File: config.mk
export PLATFORM = sky130hd
export DESIGN_NAME = sdf_bf_stage
export DESIGN_NICKNAME = d
export VERILOG_FILES = /design/src/rtl/sdf_bf_stage.sv
export SDC_FILE = /design/constraint.sdc
export NUM_CORES = 1
export LEC_CHECK = 0
export BUFFER_PORTS_ARGS = -buffer_cell sky130_fd_sc_hd__buf_2
export CAP_MARGIN = 10
export CORE_ASPECT_RATIO = 1.2
export CORE_MARGIN = 3
export CORE_UTILIZATION = 40
export CTS_BUF_LIST = sky130_fd_sc_hd__clkbuf_8
export DETAILED_ROUTE_END_ITERATION = 12
export PLACE_DENSITY = 0.67
export RECOVER_POWER = 25
export SYNTH_ARGS = -nofsm -noshare
export SYNTH_HDL_FRONTEND = slang
export SYNTH_SLANG_ARGS = --single-unit
File: constraint.sdc
create_clock -name clk -period 2 [get_ports clk]
set_input_delay 0 -clock clk [delete_from_list [all_inputs] [get_ports clk]]
set_output_delay 0 -clock clk [all_outputs]
set_load 0.005 [all_outputs]
File: src/rtl/sdf_bf_stage.sv
// Radix-2 single-path delay-feedback butterfly stage.
// Fill phase stores incoming samples and replays the previous frame's differences.
// Butterfly phase emits the halved sums and stores the halved differences.
// All outputs are registered and feed a downstream 2-1 mux (sel=1 -> sum_out).
`ifndef DATA_WIDTH
`define DATA_WIDTH 16
`endif

module sdf_bf_stage #(
  parameter int DEPTH      = 8,
  parameter int DATA_WIDTH = `DATA_WIDTH
) (
  input  logic                  clk,
  input  logic                  rst_n,
  input  logic                  in_valid,
  input  logic [DATA_WIDTH-1:0] in_data,
  output logic [DATA_WIDTH-1:0] sum_out,
  output logic [DATA_WIDTH-1:0] fb_out,
  output logic                  sel,
  output logic                  out_valid
);

  localparam int HW = DATA_WIDTH / 2;
  // DEPTH is a power of two, so the 2*DEPTH counter wraps naturally.
  localparam int CW = $clog2(2 * DEPTH);

  logic [CW-1:0]         cnt;
  logic                  phase;
  logic                  primed;
  logic [DATA_WIDTH-1:0] dline [DEPTH];
  logic [DATA_WIDTH-1:0] tail;
  logic [DATA_WIDTH-1:0] bf_sum;
  logic [DATA_WIDTH-1:0] bf_diff;
  logic [DATA_WIDTH-1:0] shift_in;

  // Upper half of the frame is the butterfly phase.
  assign phase    = cnt[CW-1];
  assign tail     = dline[DEPTH-1];
  assign shift_in = phase ? bf_diff : in_data;

  // Per-component butterfly: HW+1 bit add/sub, then drop the LSB
  // (arithmetic shift right by one). HW+1 bits hold every result exactly,
  // so taking bits [HW:1] never overflows.
  for (genvar gi = 0; gi < 2; gi++) begin : g_comp
    logic signed [HW:0] a_ext;
    logic signed [HW:0] b_ext;
    logic signed [HW:0] s_full;
    logic signed [HW:0] d_full;

    assign a_ext  = {tail[gi*HW+HW-1], tail[gi*HW +: HW]};
    assign b_ext  = {in_data[gi*HW+HW-1], in_data[gi*HW +: HW]};
    assign s_full = a_ext + b_ext;
    assign d_full = a_ext - b_ext;
    assign bf_sum[gi*HW +: HW]  = s_full[HW:1];
    assign bf_diff[gi*HW +: HW] = d_full[HW:1];
  end

  // Delay line: shifts by one entry on every accepted sample.
  for (genvar gi = 0; gi < DEPTH; gi++) begin : g_dline
    if (gi == 0) begin : g_head
      // Head entry takes the raw sample (fill) or the halved difference (butterfly).
      always_ff @(posedge clk or negedge rst_n) begin
        if (!rst_n)        dline[0] <= '0;
        else if (in_valid) dline[0] <= shift_in;
      end
    end else begin : g_body
      // Remaining entries move one step toward the tail.
      always_ff @(posedge clk or negedge rst_n) begin
        if (!rst_n)        dline[gi] <= '0;
        else if (in_valid) dline[gi] <= dline[gi-1];
      end
    end
  end

  // Frame position counter and primed flag; both hold while no sample arrives.
  always_ff @(posedge clk or negedge rst_n) begin
    if (!rst_n) begin
      cnt    <= '0;
      primed <= 1'b0;
    end else if (in_valid) begin
      cnt <= cnt + CW'(1);
      if (phase) primed <= 1'b1;
    end
  end

  // Registered outputs: data and sel update only on accepted samples.
  always_ff @(posedge clk or negedge rst_n) begin
    if (!rst_n) begin
      sum_out   <= '0;
      fb_out    <= '0;
      sel       <= 1'b0;
      out_valid <= 1'b0;
    end else begin
      // Before the first butterfly phase the fill outputs are only zeros.
      out_valid <= in_valid & (phase | primed);
      if (in_valid) begin
        if (phase) begin
          sum_out <= bf_sum;
          fb_out  <= '0;
          sel     <= 1'b1;
        end else begin
          sum_out <= '0;
          fb_out  <= tail;
          sel     <= 1'b0;
        end
      end
    end
  end

endmodule

Word level (Yosys, flattened, before mapping)
Cells that the tools add are included.

Register bits after elaboration: 167. Latch bits: 0. Memory bits (writable): 0. Memory bits (read-only): 0. Output and inout bits: 34. Logic and storage cells: 26. Memories kept: 0.

Add/subtract/negate cells: 5. $mul: 0. Divide/modulo/power cells: 0. Order comparisons: 0. Equality and inequality tests: 0. Shift-type cells: 0. Mux-type cells: 4. Bitwise gates (word level): 2. Reduce and logical (&&, ||, !) cells: 1.

Operators by type and width (number): two-way mux 16 bit (3); adder 8 x 8 -> 9 bit (2); subtractor 8 x 8 -> 9 bit (2); adder 4 x 1 -> 4 bit, second input constant (1); AND reduction 2 bit (1); AND 1 bit (1); two-way mux 1 bit (1); OR 1 bit (1).

Depth between registers and ports, before layout
Gate-level depths: netlist of run 1.

Depth after elaboration: 2. Gate-level depth with buffers: 8.

Worst setup path before layout of run 1
No wires, ideal clock.

Path type: reg2reg. From: reg dline (netlist bit tail[8]). To: reg dline[125] in the netlist's numbering. Library setup time: 0.126 ns. Data arrival time: 1.867 ns. Required time: 1.874 ns. Slack: 0.006 ns. Stages on the path, launching flop included: 8. Path through: dfrtp_1 > nand2b_1 > fa_1 > a21o_1 > o21ai_2 > a21oi_2 > mux2_1 > a311o_1.

Word-level cells in the longest chain between the ends: 2.

RTL lines: start, declared (RTL line 30) `logic [DATA_WIDTH-1:0] dline [DEPTH];`; start signal, assigned by index (RTL line 70) `else if (in_valid) dline[gi] <= dline[gi-1];`; subtractor 8 x 8 -> 9 bit (RTL line 53) `assign d_full = a_ext - b_ext;`; two-way mux 16 bit (RTL line 39) `assign shift_in = phase ? bf_diff : in_data;`.

No other way between the ends. A chain may end at the register's enable or synchronous reset.

Worst setup path after layout of run 1
Ends and elaborated chain as after synthesis.

==> impl_metrics.tcl, run 1 <==
set metrics [dict create \
    antenna_cells 0 \
    layout_common_cells "dfrtp_1, mux2_2, buf_2" \
    io_pins 53 \
    post_drt_wl_per_cell_um 15.2 \
    drv_slew 0 \
    cts_made_buffers 17 \
    dp_hpwl_mm 10.1 \
    die_w_um 133 \
    slew_headroom 0.244 \
    fin_ws_ns 0.000601 \
    cts_htree_levels 4 \
    worstPathRequired_ns 2.36 \
    ys_seq_elements 167 \
    setup_viol 0 \
    grt_pass1_wl_mm 25.2 \
    totalWireLength_mm 14.8 \
    timing.final.crit_period_ns 2.00 \
    core_um2 19000 \
    start_util 0.409 \
    rows 55 \
    maxCapViolations 0 \
    timing.hold.ws_ns -0.00261 \
    end_kind "flip-flop" \
    place_ws_ns -0.118 \
    ir_drop_uv 514 \
    synthCells 627 \
    synth_top_area_share 0.537 \
    syn_area_um2 7780 \
    fin_util 0.477 \
    clock_path_buffers 2 \
    cp_max_fo 3 \
    path_cells "nand2b_4 -> fa_2 -> a21o_1 -> o21ai_2 -> a21oi_2 -> mux2_4 -> a311o_1" \
    path_class "flip-flop to flip-flop" \
    place_congestion 0.841 \
    worst_pin_slew_ns 1.13 \
    synth_top_area_cell "dfrtp_1" \
    fin_nets 757 \
    r2r_cells 7 \
    grt_pass1_vias 5131 \
    rsz0062_at_grt "yes" \
    synth_edf_count 0 \
    clk_latency_ns 0.46 \
    yosysUniqueCellTypes 58 \
    status "finished, violations left" \
    vias_per_cell 5.02 \
    skew_ns 0.0174 \
    synthTopCellsByArea "dfrtp_1, mux2_2, ha_1" \
    track_usage 0.144 \
    critPathArrivalTime_ns 2.35 \
    synth_ff_type "dfrtp_1" \
    clk_pin_slew_worst_paths_ns 0.12 \
    ys_seq_area_frac 0.537 \
    drt_first_iter_violations 279 \
    period_share 1.00 \
    grt_max_degree 86 \
    cts_root_buf "clkbuf_8" \
    die_h_um 159 \
    cts_tree "yes" \
    syn_area_per_cell_um2 12.4 \
    syn_to_final_growth_pct 16.6 \
    syn_nets 679 \
    power_density_nw_per_um2 1490 \
    hold_depth 3 \
    critPathLaunchType "flip-flop" \
    fmax_mhz 500 \
    num_vias 4885 \
    layout-drive-gt1-share 0.383 \
    antenna_found_initial 0 \
    drc 0 \
    leakage_nw 4.06 \
    async_reset_ff_frac 1.00 \
    cts_sinks 167 \
    numPortBuffers 52 \
    violations "hold timing" \
    yosys_warnings 0 \
    worstHoldPathType "input pin to flip-flop" \
    firstDrtPassIters 4 \
    overflow 0 \
    hold_violations 1 \
    critPathSlowestCell "dfrtp_1" \
    tns_ns 0 \
    layout_commonest_cell "dfrtp_1" \
    die_area_um2 21200 \
    final_antenna_net_count 0 \
    slowest_delay_ns 0.40 \
]
kinds of logic (layout without fill, tap and decap cells):
kind of cell | after synthesis | in the layout | synth area share
flip-flops | 167 | 167 | 0.537
XOR/XNOR | 15 | 15 | 0.0169
AO/OA/AOI/OAI | 102 | 102 | 0.0932
adder cells (fa/ha/maj) | 33 | 33 | 0.0570
buffers and inverters | 79 | 170 | 0.0454
AND/OR/NAND/NOR | 111 | 111 | 0.0772
multiplexers | 120 | 120 | 0.173
report_power, final:
| group | switching [mW] | leakage [nW] | total (mW) | internal [mW] |
|---|---|---|---|---|
| clock | 1.47 | 0.218 | 2.56 | 1.09 |
| sequential | 0.903 | 2.00 | 5.85 | 4.95 |
| combinational | 2.32 | 1.85 | 5.12 | 2.79 |
final cells by class:
type                       instances  area (µm²)
fill                            1712        9930
sequential                       167        4180
multi-input combinational        381        3310
timing repair buffer              99         671
tap                              256         320
clock buffer                      17         234
clock inverter                    15         198
inverter                          39         146
synthesized netlist by cell type (8+ instances only):
cell and n:
dfrtp_1 167, o21ai_0 18, ha_1 29, o22ai_1 8
a31o_2 18, inv_1 39, nor2b_1 28, nor2_1 27
nand2_1 18, buf_2 26, a21oi_1 20, xnor2_1 11
clkbuf_1 8, mux2_2 114
critical path: cells and delay by family, from the launching register on:
| kind | cells | cell delay, ns |
|---|---|---|
| flip-flops | 1 | 0.40 |
| adder cells (fa/ha/maj) | 1 | 0.34 |
| AND/OR/NAND/NOR | 1 | 0.15 |
| multiplexers | 1 | 0.30 |
| AO/OA/AOI/OAI | 4 | 0.73 |
state kept, by name, indices dropped and copies added (netlist names):
register,count
fb_out,16
cnt,4
dline,112
tail,16
out_valid,1
sel,1
primed,1
sum_out,16
stage by stage:
| stage | instance area [µm²] | instances | power [mW] |
|---|---|---|---|
| 5_1_grt | 9060 | 974 | 14.5 |
| 4_1_cts | 8990 | 967 | 13.4 |
| 6_report | 9060 | 974 | 13.5 |
| 3_3_place_gp | 8430 | 924 | 10.5 |
| 2_1_floorplan | 7780 | 627 | 9.14 |
| 3_5_place_dp | 8430 | 924 | 10.8 |
path summary, 6_finish.rpt:
check                                         start                     end  slack, ns
worst max-delay path            tail[8]$_DFFE_PN0P_  dline[125]$_DFFE_PN0P_     0.0006
min in group asynchronous                     rst_n  sum_out[0]$_DFFE_PN0P_       0.42
worst min-delay path                     in_data[8]  dline[120]$_DFFE_PN0P_     -0.003
max in group asynchronous                     rst_n     tail[0]$_DFFE_PN0P_       0.80
worst min register to register   primed$_DFFE_PN0P_      primed$_DFFE_PN0P_       0.48
worst max register to register  tail[8]$_DFFE_PN0P_  dline[125]$_DFFE_PN0P_     0.0006
repair_timing:
action / CTS / global route
hold buffers: 11 / 0
setup buffers: 0 / 7
pin swaps: 0 / 3
gates cloned: 0 / 0
endpoints found under the hold margin: 177 / 0
resized for setup: 4 / 13
endpoints found under the setup margin: 3 / 13
per-layer routing:
metal	routed length, µm	share of wire	global-route usage	up-vias
met5	0	0	0	-
met4	244	0.017	0.0482	0
met3	622	0.042	0.0298	19
met2	7130	0.48	0.232	88
met1	6790	0.46	0.193	2448
li1	-	-	-	2330
Note: power is estimated with default switching activity, not from simulation.
==> run 2: changes to the inputs <==
--- a/config.mk
+++ b/config.mk
@@ -7,7 +7,7 @@
 export LEC_CHECK = 0
 export BUFFER_PORTS_ARGS = -buffer_cell sky130_fd_sc_hd__buf_2
 export CAP_MARGIN = 10
-export CORE_ASPECT_RATIO = 1.2
+export CORE_ASPECT_RATIO = 0.75
 export CORE_MARGIN = 3
 export CORE_UTILIZATION = 40
 export CTS_BUF_LIST = sky130_fd_sc_hd__clkbuf_8
==> impl_metrics.tcl, run 2 (synthesis gave the netlist of run 1 again) <==
set metrics [dict create \
    rsz0062_at_grt "yes" \
    io_pins 53 \
    clock_path_buffers 2 \
    tns_ns -0.0618 \
    worstHoldPathType "input pin to flip-flop" \
    top_register "dline" \
    clk_latency_ns 0.45 \
    place_congestion 0.858 \
    antenna_found_initial 0 \
    fin_util 0.483 \
    grt_pass1_vias 5229 \
    cts_htree_levels 4 \
    num_vias 4961 \
    end_kind "flip-flop" \
    leakage_nw 4.08 \
    fin_area_um2 9070 \
    die_h_um 127 \
    die_area_um2 21200 \
    violations "capacitance limit, slew limit, setup timing" \
    final_cells 971 \
    critPathTopFamily "compound AO/OA/AOI/OAI gates" \
    ir_drop_uv 787 \
    layout-drive-gt1-share 0.388 \
    die_w_um 167 \
    critPathLaunchType "flip-flop" \
    place_ws_ns -0.0959 \
    start_util 0.414 \
    largest_register_ffs 112 \
    maxCapViolations 1 \
    power_density_nw_per_um2 1480 \
    slew_headroom -0.128 \
    skew_ns 0.0184 \
    hold_violations 0 \
    period_share 1.02 \
    setup_viol 2 \
    overflow 0 \
    drt_first_iter_violations 305 \
    track_usage 0.148 \
    numPortBuffers 52 \
    cts_tree "yes" \
    post_drt_wl_per_cell_um 15.7 \
    dp_hpwl_mm 10.5 \
    status "finished, violations left" \
    rows 43 \
    syn_to_final_growth_pct 16.6 \
    core_um2 18800 \
    clk_pin_slew_worst_paths_ns 0.11 \
    cts_sinks 167 \
    cts_made_buffers 17 \
    layout_common_cells "dfrtp_1, mux2_2, buf_2" \
    drc 0 \
    final_antenna_net_count 0 \
    critPathSlowestCell "dfrtp_1" \
    antenna_cells 0 \
    drv_slew 68 \
    cp_max_fo 3 \
    worst_pin_slew_ns 1.69 \
    dp.cells 922 \
    vias_per_cell 5.11 \
    fin_ws_ns -0.0453 \
    critPathArrivalTime_ns 2.37 \
    grt_pass1_wl_mm 25.8 \
    fmax_mhz 489 \
    firstDrtPassIters 4 \
    timing.hold.ws_ns 0.0204 \
    power.total_mw 13.4 \
    layout_commonest_cell "dfrtp_1" \
    worstPathRequired_ns 2.33 \
    cts_root_buf "clkbuf_8" \
    fin_nets 763 \
    path_class "flip-flop to flip-flop" \
    slowest_delay_ns 0.41 \
    timing.final.crit_period_ns 2.05 \
    dpl_cell_area_um2 8470 \
    totalWireLength_mm 15.3 \
    path_cells "nand2b_4 -> fa_2 -> a21o_1 -> o21ai_2 -> a21oi_2 -> mux2_4 -> a311o_1" \
    cp_num_buf_inv 0 \
    grt_max_degree 69 \
]
-- run 2: cell types whose count changed in the layout (fill, tap and decap cells not counted), moves of 2 or more --
cell,delta
buf_4,+4
clkbuf_2,+2
clkbuf_4,-2
clkinv_8,-2
-- run 2: area by class of cell --
type,instances,area (µm²)
Fill cell,1612,9710
Sequential cell,167,4180
Multi-Input combinational cell,381,3300
Timing Repair Buffer,105,733
Tap cell,247,309
Clock buffer,18,248
Clock inverter,14,149
Inverter,39,146
-- run 2: what timing repair did --
action | 4_1_cts | 5_1_grt
endpoints found under the hold margin | 80 | 0
endpoints found under the setup margin | 3 | 12
resized for setup | 9 | 7
pin swaps | 3 | 4
hold buffers | 12 | 0
buffers inserted | 1 | 4
-- run 2: path summary, 6_finish.rpt --
kind	slack, ns	end	cells after the start	startpoint
setup / recovery	-0.05	dline[125]$_DFFE_PN0P_	7	tail[8]$_DFFE_PN0P_
hold / removal	0.02	dline[127]$_DFFE_PN0P_	4	in_data[15]
setup reg to reg	-0.05	dline[125]$_DFFE_PN0P_	7	tail[8]$_DFFE_PN0P_
hold reg to reg	0.48	cnt[2]$_DFFE_PN0P_	1	cnt[2]$_DFFE_PN0P_
max in group asynchronous	0.35	tail[0]$_DFFE_PN0P_	3	rst_n
min in group asynchronous	0.50	out_valid$_DFF_PN0_	2	rst_n
-- run 2: worst reg2reg max path: cells and delay by family (launching register included) --
family	cells	cell delay, ns
adders and majority gates	1	0.35
muxes	1	0.30
DFF	1	0.41
AOI/OAI and AO/OA	4	0.70
and+or+nand+nor	1	0.16
-- run 2: metal layers --
layer  part of all wire  vias up  track usage
li1                   -     2364            -
met1               0.46     2481        0.197
met2               0.48       98        0.243
met3              0.042       18       0.0374
met4              0.011        0       0.0383
met5                  0        -            0
-- run 2: where the power goes --
part           total (mW)  leakage [nW]  internal (mW)  switching [mW]
clock network        2.40         0.200          0.974            1.43
registers            5.85          2.00           4.96           0.894
logic                5.18          1.88           2.81            2.37
==> run 3: changes to the inputs <==
--- a/config.mk
+++ b/config.mk
@@ -5,7 +5,7 @@
 export SDC_FILE = /design/constraint.sdc
 export NUM_CORES = 1
 export LEC_CHECK = 0
-export BUFFER_PORTS_ARGS = -buffer_cell sky130_fd_sc_hd__buf_2
+export BUFFER_PORTS_ARGS = -buffer_cell sky130_fd_sc_hd__buf_4
 export CAP_MARGIN = 10
 export CORE_ASPECT_RATIO = 0.75
 export CORE_MARGIN = 3
==> impl_metrics.tcl, run 3 (synthesis gave the netlist of run 1 again) <==
set metrics [dict create \
    status "finished, violations left" \
    violations "setup timing" \
    place_ws_ns -0.106 \
    worstPathRequired_ns 2.33 \
    die_w_um 167 \
    overflow 0 \
    clk_pin_slew_worst_paths_ns 0.11 \
    fin_util 0.492 \
    cts_htree_levels 4 \
    setup_viol 1 \
    cts_tree "yes" \
    drt_first_iter_violations 275 \
    layout_common_cells "dfrtp_1, mux2_2, buf_4" \
    antenna_found_initial 0 \
    fin_nets 769 \
    io_pins 53 \
    cts_made_buffers 17 \
    place_congestion 0.845 \
    grt_pass1_wl_mm 25.4 \
    die_area_um2 21200 \
    timing.final.crit_period_ns 2.00 \
    power.total_mw 13.6 \
    clock_path_buffers 2 \
    drc 0 \
    final_antenna_net_count 0 \
    grt_pass1_vias 5111 \
    fmax_mhz 499 \
    fillCellCount 1630 \
    rows 43 \
    vias_per_cell 5.04 \
    leakage_nw 4.13 \
    drv_slew 0 \
    critPathArrivalTime_ns 2.34 \
    fin_area_um2 9240 \
    totalWireLength_mm 15.1 \
    antenna_cells 0 \
    largest_register_ffs 112 \
    cts_sinks 167 \
    rsz0062_at_grt "yes" \
    core_um2 18800 \
    post_drt_wl_per_cell_um 15.4 \
    syn_to_final_growth_pct 18.9 \
    numPortBuffers 52 \
    num_vias 4927 \
    path_class "flip-flop to flip-flop" \
    worstHoldPathType "input pin to flip-flop" \
    skew_ns 0.0186 \
    worst_pin_slew_ns 1.42 \
    dp_hpwl_mm 10.4 \
    clk_latency_ns 0.45 \
    dpl_cell_area_um2 8580 \
    regArea_um2 4180 \
    layout-drive-gt1-share 0.379 \
    start_util 0.414 \
    critPathLaunchType "flip-flop" \
    slew_headroom 0.0516 \
    hold_violations 0 \
    fin_ws_ns -0.00347 \
    power_density_nw_per_um2 1470 \
    end_kind "flip-flop" \
    layout_commonest_cell "dfrtp_1" \
    period_share 1.00 \
    multi_input_area_um2 3310 \
    cts_root_buf "clkbuf_8" \
    top_register "dline" \
    track_usage 0.147 \
    ir_drop_uv 592 \
    grt_max_degree 77 \
    maxCapViolations 0 \
    firstDrtPassIters 4 \
    die_h_um 127 \
    cp_max_fo 3 \
]
==> run 3: cell count changes in the layout (fill, tap and decap cells not counted), sizes merged <==
cell / change
buf: -1
clkbuf: +1
dlygate4sd3: +6
==> run 3: repair_timing <==
item	4_1_cts	5_1_grt
buffers inserted	2	5
pin swaps	1	2
hold buffers	18	0
setup endpoints to repair	4	12
gates resized for setup	5	10
endpoints found under the hold margin	205	0
==> run 3: through the flow <==
| step | instances | setup TNS [ns] | hold WS [ns] |
|---|---|---|---|
| 3_5_place_dp | 920 | -0.241 | -0.150 |
| 4_1_cts | 972 | 0 | 0.00670 |
| 2_1_floorplan | 627 | 0 | -0.296 |
| 3_3_place_gp | 920 | -0.0607 | -0.151 |
| 5_1_grt | 977 | -0.142 | 0.0263 |
| 6_report | 977 | -0.00347 | 0.0359 |
==> run 3: worst max-delay path, cell delays in order (launching register included) <==
cell,delay (ns)
dfrtp_1,0.40
nand2b_4,0.15
fa_2,0.34
a21o_1,0.19
o21ai_2,0.15
a21oi_2,0.09
mux2_4,0.29
a311o_1,0.27
==> run 3: final timing paths <==
kind | startpoint | end | slack [ns] | cells past startpoint
max reg2reg | tail[8]$_DFFE_PN0P_ | dline[125]$_DFFE_PN0P_ | -0.003 | 7
max in group asynchronous | rst_n | fb_out[1]$_DFFE_PN0P_ | 0.38 | 3
min reg2reg | dline[106]$_DFFE_PN0P_ | dline[90]$_DFFE_PN0P_ | 0.50 | 1
min in group asynchronous | rst_n | dline[40]$_DFFE_PN0P_ | 0.36 | 3
min | in_data[11] | dline[123]$_DFFE_PN0P_ | 0.04 | 5
max | tail[8]$_DFFE_PN0P_ | dline[125]$_DFFE_PN0P_ | -0.003 | 7
==> run 3: final cells by class <==
| cell class | instances | share of cell area |
|---|---|---|
| Sequential cell | 167 | 0.452 |
| Multi-Input combinational cell | 381 | 0.358 |
| Timing Repair Buffer | 111 | 0.0972 |
| Tap cell | 247 | 0.0334 |
| Clock buffer | 18 | 0.0268 |
| Clock inverter | 14 | 0.0164 |
| Inverter | 39 | 0.0158 |
==> run 3: power by group <==
group / leakage [nW] / switching (mW) / internal (mW)
Sequential: 2.00 / 0.897 / 4.95
Combinational: 1.93 / 2.38 / 2.97
Clock: 0.201 / 1.41 / 0.979
Total: 4.13 / 4.69 / 8.90
==> run 3: layer usage <==
layer | wire, µm | vias to the layer above | track usage
met5 | 0 | - | 0
met4 | 130 | 0 | 0.0369
met3 | 604 | 10 | 0.0374
met2 | 7260 | 88 | 0.242
met1 | 7090 | 2459 | 0.198
li1 | - | 2370 | -
